<file path="src/rtl/div_pkg.sv">
// Shared types and constants for the sequential divider.
package div_pkg;

  typedef enum logic [1:0] {
    IDLE = 2'd0,
    CALC = 2'd1,
    FIX  = 2'd2,
    DONE = 2'd3
  } div_state_t;

  // Cycles beyond WIDTH between start and done: the counter's terminal cycle plus FIX.
  localparam int DIV_EXTRA_CYCLES = 2;

endpackage

</file>
<file path="src/rtl/div_step.sv">
// One restoring shift-subtract iteration: shift in the next dividend bit,
// subtract the divisor when it fits and emit the quotient bit.
module div_step #(
  parameter int WIDTH = 32
) (
  input  logic [WIDTH:0]   rem_in,
  input  logic             dividend_bit,
  input  logic [WIDTH-1:0] divisor,
  output logic [WIDTH:0]   rem_out,
  output logic             q_bit
);

  logic [WIDTH:0] shifted;

  // A set top bit means the shifted value exceeds WIDTH+1 bits and is always
  // larger than the divisor; the wrapped difference is still exact.
  assign shifted = {rem_in[WIDTH-1:0], dividend_bit};
  assign q_bit   = rem_in[WIDTH] | (shifted >= {1'b0, divisor});
  assign rem_out = q_bit ? (shifted - {1'b0, divisor}) : shifted;

endmodule

</file>
<file path="src/rtl/seq_div.sv">
// Multi-cycle signed/unsigned restoring divider; Z = {remainder, quotient}.
// Optional macro SEQ_DIV_DBZ_EN adds a dbz flag and a short path for B=0.
module seq_div
  import div_pkg::*;
#(
  parameter int WIDTH = 32
) (
  input  logic               clock,
  input  logic               clear,
  input  logic               start,
  input  logic               is_signed,
  input  logic [WIDTH-1:0]   A,
  input  logic [WIDTH-1:0]   B,
  output logic               busy,
  output logic               done,
  output logic [2*WIDTH-1:0] Z
`ifdef SEQ_DIV_DBZ_EN
  ,
  output logic               dbz
`endif
);

  localparam int CW = $clog2(WIDTH + 1);

  div_state_t       state_reg, state_next, start_target;
  logic [CW-1:0]    cnt_reg;
  logic [WIDTH:0]   rem_reg;
  logic [WIDTH-1:0] quo_reg;
  logic [WIDTH-1:0] dvs_reg;
  logic             neg_q_reg, neg_r_reg, dz_reg;

  logic             accept, b_zero, a_neg, b_neg, calc_iter;
  logic [WIDTH-1:0] a_mag, b_mag, q_fix, r_fix;
  logic [WIDTH:0]   step_rem;
  logic             step_q;

  assign accept    = start & ((state_reg == IDLE) | (state_reg == DONE));
  assign b_zero    = (B == '0);
  assign a_neg     = is_signed & A[WIDTH-1];
  assign b_neg     = is_signed & B[WIDTH-1];
  assign a_mag     = a_neg ? -A : A;
  assign b_mag     = b_neg ? -B : B;
  assign calc_iter = (state_reg == CALC) && (cnt_reg != CW'(WIDTH));

`ifdef SEQ_DIV_DBZ_EN
  assign start_target = b_zero ? DONE : CALC;
`else
  assign start_target = CALC;
`endif

  always_ff @(posedge clock or posedge clear) begin
    if (clear) state_reg <= IDLE;
    else       state_reg <= state_next;
  end

  always_comb begin
    state_next = state_reg;
    busy       = 1'b0;
    done       = 1'b0;
    case (state_reg)
      IDLE: if (start) state_next = start_target;
      CALC: begin
        busy = 1'b1;
        if (cnt_reg == CW'(WIDTH)) state_next = FIX;
      end
      FIX: begin
        busy       = 1'b1;
        state_next = DONE;
      end
      DONE: begin
        done       = 1'b1;
        state_next = start ? start_target : IDLE;
      end
      default: state_next = IDLE;
    endcase
  end

  div_step #(.WIDTH(WIDTH)) u_step (
    .rem_in       (rem_reg),
    .dividend_bit (quo_reg[WIDTH-1]),
    .divisor      (dvs_reg),
    .rem_out      (step_rem),
    .q_bit        (step_q)
  );

  // Quotient negates on differing signs; remainder follows the dividend.
  assign q_fix = neg_q_reg ? -quo_reg : quo_reg;
  assign r_fix = neg_r_reg ? -rem_reg[WIDTH-1:0] : rem_reg[WIDTH-1:0];

  // The dividend shifts out of quo_reg as quotient bits shift in.
  always_ff @(posedge clock or posedge clear) begin
    if (clear) begin
      cnt_reg   <= '0;
      rem_reg   <= '0;
      quo_reg   <= '0;
      dvs_reg   <= '0;
      neg_q_reg <= 1'b0;
      neg_r_reg <= 1'b0;
      dz_reg    <= 1'b0;
      Z         <= '0;
`ifdef SEQ_DIV_DBZ_EN
      dbz       <= 1'b0;
`endif
    end else if (accept) begin
      cnt_reg   <= '0;
      rem_reg   <= '0;
      quo_reg   <= a_mag;
      dvs_reg   <= b_mag;
      neg_q_reg <= a_neg ^ b_neg;
      neg_r_reg <= a_neg;
      dz_reg    <= b_zero;
`ifdef SEQ_DIV_DBZ_EN
      dbz       <= b_zero;
      if (b_zero) Z <= '0;
`endif
    end else if (calc_iter) begin
      rem_reg <= step_rem;
      quo_reg <= {quo_reg[WIDTH-2:0], step_q};
      cnt_reg <= cnt_reg + CW'(1);
    end else if (state_reg == FIX) begin
      Z <= dz_reg ? '0 : {r_fix, q_fix};
    end
  end

endmodule

</file>
<file path="config.mk">
export PLATFORM = sky130hd
export DESIGN_NAME = seq_div
export DESIGN_NICKNAME = d
export VERILOG_FILES = /design/src/rtl/div_pkg.sv /design/src/rtl/div_step.sv /design/src/rtl/seq_div.sv
export SDC_FILE = /design/constraint.sdc
export NUM_CORES = 1
export LEC_CHECK = 0
export ABC_CLOCK_PERIOD_IN_PS = 10600
export CORE_MARGIN = 2
export CORE_UTILIZATION = 55
export DETAILED_ROUTE_END_ITERATION = 6
export GPL_ROUTABILITY_DRIVEN = 0
export PLACE_DENSITY = 0.88
export SLEW_MARGIN = 25
export SYNTH_ARGS = -nofsm -noshare
export SYNTH_HDL_FRONTEND = slang
export SYNTH_SLANG_ARGS = --single-unit
export TNS_END_PERCENT = 20
</file>
<file path="constraint.sdc">
create_clock -name clock -period 10.6 [get_ports clock]
set_input_delay 2.12 -clock clock [delete_from_list [all_inputs] [get_ports clock]]
set_output_delay 2.12 -clock clock [all_outputs]
set_load 0.02 [all_outputs]
</file>
======== Word level (Yosys, flattened, before mapping) ========
Index checks and enable logic that the tools add are counted.
word-level totals
  register bits after elaboration ......... 172
  bits in latches ......................... 0
  RAM bits ................................ 0
  memory bits (read-only) ................. 0
  output and inout port bits .............. 66
  logic and storage cells ................. 56
  memories kept ........................... 0
operators by class
  $add $sub $neg .......................... 6
  multiply operators ...................... 0
  divide/modulo/power cells ............... 0
  magnitude comparators ................... 1
  equality and inequality tests ........... 7
  shift-type cells ........................ 0
  muxes and demuxes ....................... 18
  bitwise logic cells ..................... 8
  reduce and logical (&&, ||, !) cells .... 7
operator list
  kind                                                                      number
  32-bit two-way mux                                                        6
  32-bit negation                                                           4
  33-bit two-way mux                                                        3
  64-bit two-way mux                                                        1
  33-bit by 32-bit greater-or-equal comparator with 1-bit output            1
  33-bit by 32-bit subtractor with 33-bit output                            1
  32-bit logical NOT                                                        1
  6-bit two-way mux                                                         2
  2-bit one-hot mux with 4 select lines                                     1
  6-bit by 1-bit adder with 6-bit output (second input constant)            1
  6-bit equality test (second input constant)                               1
  6-bit inequality test (second input constant)                             1
  2-bit equality test (second input constant)                               2
  2-bit two-way mux                                                         2
  1-bit bitwise AND                                                         3
  1-bit two-way mux                                                         3
  3-bit AND reduction                                                       1
  2-bit by 1-bit equality test with 1-bit output (second input constant)    1
  2-bit logical NOT                                                         1
  2-bit by 1-bit inequality test with 1-bit output (second input constant)  1
  2-bit inequality test (second input constant)                             1
  1-bit NOT                                                                 2
  1-bit OR                                                                  2
  2-bit AND reduction                                                       1
  other kinds (4)                                                           4

======== Longest topological paths before layout ========
  depth after elaboration ................. 5
  depth in mapped cells ................... 13
  mapped depth without buffers ............ 13

======== Modules after synthesis ========
A second synthesis with hierarchy kept.
unflattened totals
  cells, all modules ...................... 1,433
  area, all modules ....................... 11,733.8 µm²
modules (own cells, without submodules)
  module    instances  cells an instance  area an instance (µm²)  seq. area each (µm²)
  seq_div   1          1,097              9,484.1                 4,304.1
  div_step  1          336                2,249.7                 0.0

======== Worst setup path before layout ========
No wires, ideal clock.
  kind .................................... input to register
  start point ............................. in B[8]
  end point ............................... reg dvs_reg[28]
  arrival time ............................ 4,306 ps
  slack ................................... 6,161 ps
  cell stages on the path ................. 8
  path buffers ............................ 0
  path through ............................ or4_1 -> nor4_1 -> nand2_1 -> or4_1 -> nand2b_1 -> o31ai_1 -> xor2_1 -> o21ai_0
between the ends
  longest elaborated chain between the ends .. 2
RTL lines
  item                    line            source
  start: declaration      seq_div.sv:13   input logic [WIDTH-1:0] B,
  32-bit negation         seq_div.sv:42   assign b_mag = b_neg ? -B : B;
  32-bit two-way mux      seq_div.sv:42
  end signal: assignment  seq_div.sv:108  dvs_reg <= b_mag;
  end: declaration        seq_div.sv:29   logic [WIDTH-1:0] dvs_reg;
No other way between the ends.
A chain may end at the register's enable or synchronous reset.

======== Worst setup path after layout ========
  start point ............................. in B[8]
  end point ............................... reg dvs_reg[30]
Same word-level chain as after synthesis.

==> summary.txt <==
Post-layout nets - 1593
WP buf/inv - 1
Number of diodes - 0
Post-CTS setup buffer count - 0
Detail Route Antenna Nets - 0
Cell taking the most area after synthesis - dfrtp_1
Layout cell share with drive strength beyond 1 - 4.22%
Hold buffers post-CTS - 0
Largest net degree at the start of global routing - 98
Slowest cell on the critical path - or4_1
Vias - 10600
P per Cell Area - 358 mW/mm²
Detailed-route wire length per cell - 16.4 µm
Synth area leaders - dfrtp_1 (38%), nand2_1 (8.4%), o21ai_0 (7.5%)
Flop and latch count out of synthesis - 172
Core Util, Final - 66.6%
Total power - 0.00484 W
Final worst path period need - 4.87 ns
Vias per cell - 5.99
Root Buffer - clkbuf_16
Tightest hold margin - 0.480 ns
Global-route wire length before repair - 47400 µm
Ys flop type - dfrtp_1
Die Area - 0.0219 mm²
Largest family of logic cells by synthesized area - compound AO/OA/AOI/OAI gates
Skew-Pair Late Insertion Delay - 0.44 ns
Total gr overflow - 0
Post-Synth XOR/XNOR Area - 11.5%
Synthesized instance count - 1398
VDD IR max - 0.175 mV
Status - finished clean
CP delay by family, top - simple AND/OR/NAND/NOR gates
Placed cells - 1732
Worst hold path type - reg -> reg
CTS tree - done
Drt drc - 0
Yosys Warn Count - 0
Num CTS Buffers - 17
Pleak - 5.76 nW
Setup TNS - 0 ns
Filler Cell Count - 1577
Synth Area in Adders - 4.90%
Final HPWL DP - 20500 µm
Core area - 0.0203 mm²
Synth top area share - 37.8%
Unrepaired setup endpoints after global routing - no
Max reg flops - 64
Post-CTS Resized - 0
Vias in the first global route - 9861
Synth cell types - 59
Starting Density - 56.2%
Crit-path max cell delay - 0.61 ns
Average size of a mapped cell - 8.15 µm²
Crit Path Class - in -> reg
Nature of the critical path endpoint - register
Mux share of post-synthesis cell area - 0.538%
Slew HR - 33.5%
Netlist Area Pre-Place - 0.0114 mm²
Worst-Margin Slew - 0.998 ns
Type of origin of the critical path - input pin
Most common cell after layout, fill and taps aside - nand2_1
EDFF count, synth - 0
Die H - 148 µm
First-pass DRT Iterations - 6
Simple-Gate Fraction of Synth Area - 18.9%
Chip width - 148 µm
Final Cycle Share - 46.0%
F_max - 0.205 GHz
Most frequent cells in the layout - nand2_1 (254), dfrtp_1 (172), o21ai_0 (170)
Crit Path Max Fanout - 6
IO Port Bufs - 133
Max Clock Skew - 0.0107 ns
CTS max path bufs - 2
Worst-path cell chain - clkdlybuf4s50_1 > or4_1 > nor4_1 > nand2_1 > or4_1 > nand2b_1 > o21ai_0 > xor2_1 > o21ai_0
Register area share after synthesis - 37.8%
Area growth syn-to-layout - 18.7%
H-tree Lvls - 4
Total nets after synthesis - 1510
Critical Path AT - 5.15 ns
Max Cap Viol - 0
Setup violations, final - 0
Clock transition at the registers of the reported paths - 0.06 ns
Antenna violations before repair - 0
GRT Total Usage - 26.6%
Ys async rst share - 100%
I/O pin cnt - 134
DRT iter0 DRCs - 868
Clk sinks - 172
Routed wire length - 29000 µm
Site Rows - 52
Complex-gate fraction of the synthesized area - 22.0%
Max-slew violations - 0
Hold Violations, Final - 0
WP data required - 10.88 ns
Final std cells w/o fill - 1764
worst register-to-register path, cell delays in order, from the launching register on:
cell and delay [ns]:
dfrtp_1 0.46, ha_1 0.39, nand2_1 0.11, a211oi_1 0.41
o21ai_0 0.18, a21boi_0 0.45, o211ai_1 0.18, a21oi_2 0.14
buf_4 0.37, inv_1 0.50, a41oi_1 0.39, o21ai_0 0.11
cell usage after synthesis, types with 5 or more instances:
library cell  instances
a211oi_1              8
a21o_1               22
a21oi_1              73
a31oi_1              53
and2_1                7
and3_1               10
clkbuf_1             73
dfrtp_1             172
ha_1                 43
inv_1                54
mux2i_1               5
nand2_1             254
nand2b_1             11
nand3_1              22
nand4_1               9
nor2_1               88
nor2b_1               5
nor3_1               21
nor4_1                8
o211ai_1              5
o21ai_0             170
o31ai_1              39
o41ai_1              14
or3_1                16
or4_1                12
xnor2_1              56
xor2_1               94
path summary, 6_finish.rpt:
path	slack, ns	cells past startpoint	startpoint	endpoint
max in group asynchronous	7.15	3	clear	rem_reg[19]
worst min register to register	0.48	2	Z[19]	Z[19]
min in group asynchronous	2.19	2	clear	Z[30]
worst max-delay path	5.73	9	B[8]	dvs_reg[30]
worst max register to register	6.77	11	rem_reg[3]	rem_reg[26]
worst min-delay path	0.48	2	Z[19]	Z[19]
stage by stage:
stage | setup slack [ns] | cell area (µm²)
CTS | 5.82 | 13500
global route | 5.48 | 13500
floorplan | 3.82 | 11400
finish | 5.73 | 13500
detailed placement | 5.36 | 12900
global placement | 5.44 | 12900
where the power goes:
part / switching (W) / internal, W
clock: 0.000268 / 0.000426
sequential: 0.000344 / 0.000966
combinational: 0.00170 / 0.00114
routing by layer:
layer	routed length [µm]	track usage [%]	vias to the layer above	share of wire, %
met5	0	0	-	0
met4	898	10.2	0	3.1
met3	2310	5.09	89	8.0
met2	13900	44.3	468	48
met1	11800	34.4	4932	41
li1	-	-	5082	-
cell families (layout without fill, tap and decap cells):
logic type | after synthesis | count (layout)
and+or+nand+nor | 480 | 480
DFF | 172 | 172
xor gates and xnor gates | 150 | 150
AOI/OAI and AO/OA | 414 | 414
adders and majority gates | 44 | 44
buffers and inverters | 132 | 228
muxes | 6 | 6
cell type report:
cell class	count	area, µm²	share of cell area, %
Clock buffer	18	439	3.25
Inverter	55	211	1.56
Sequential cell	172	4300	31.8
Clock inverter	14	216	1.60
Multi-Input combinational cell	1094	6620	49.0
Timing Repair Buffer	141	1400	10.3
Tap cell	270	338	2.50
Power figures use the tool's default switching activity.
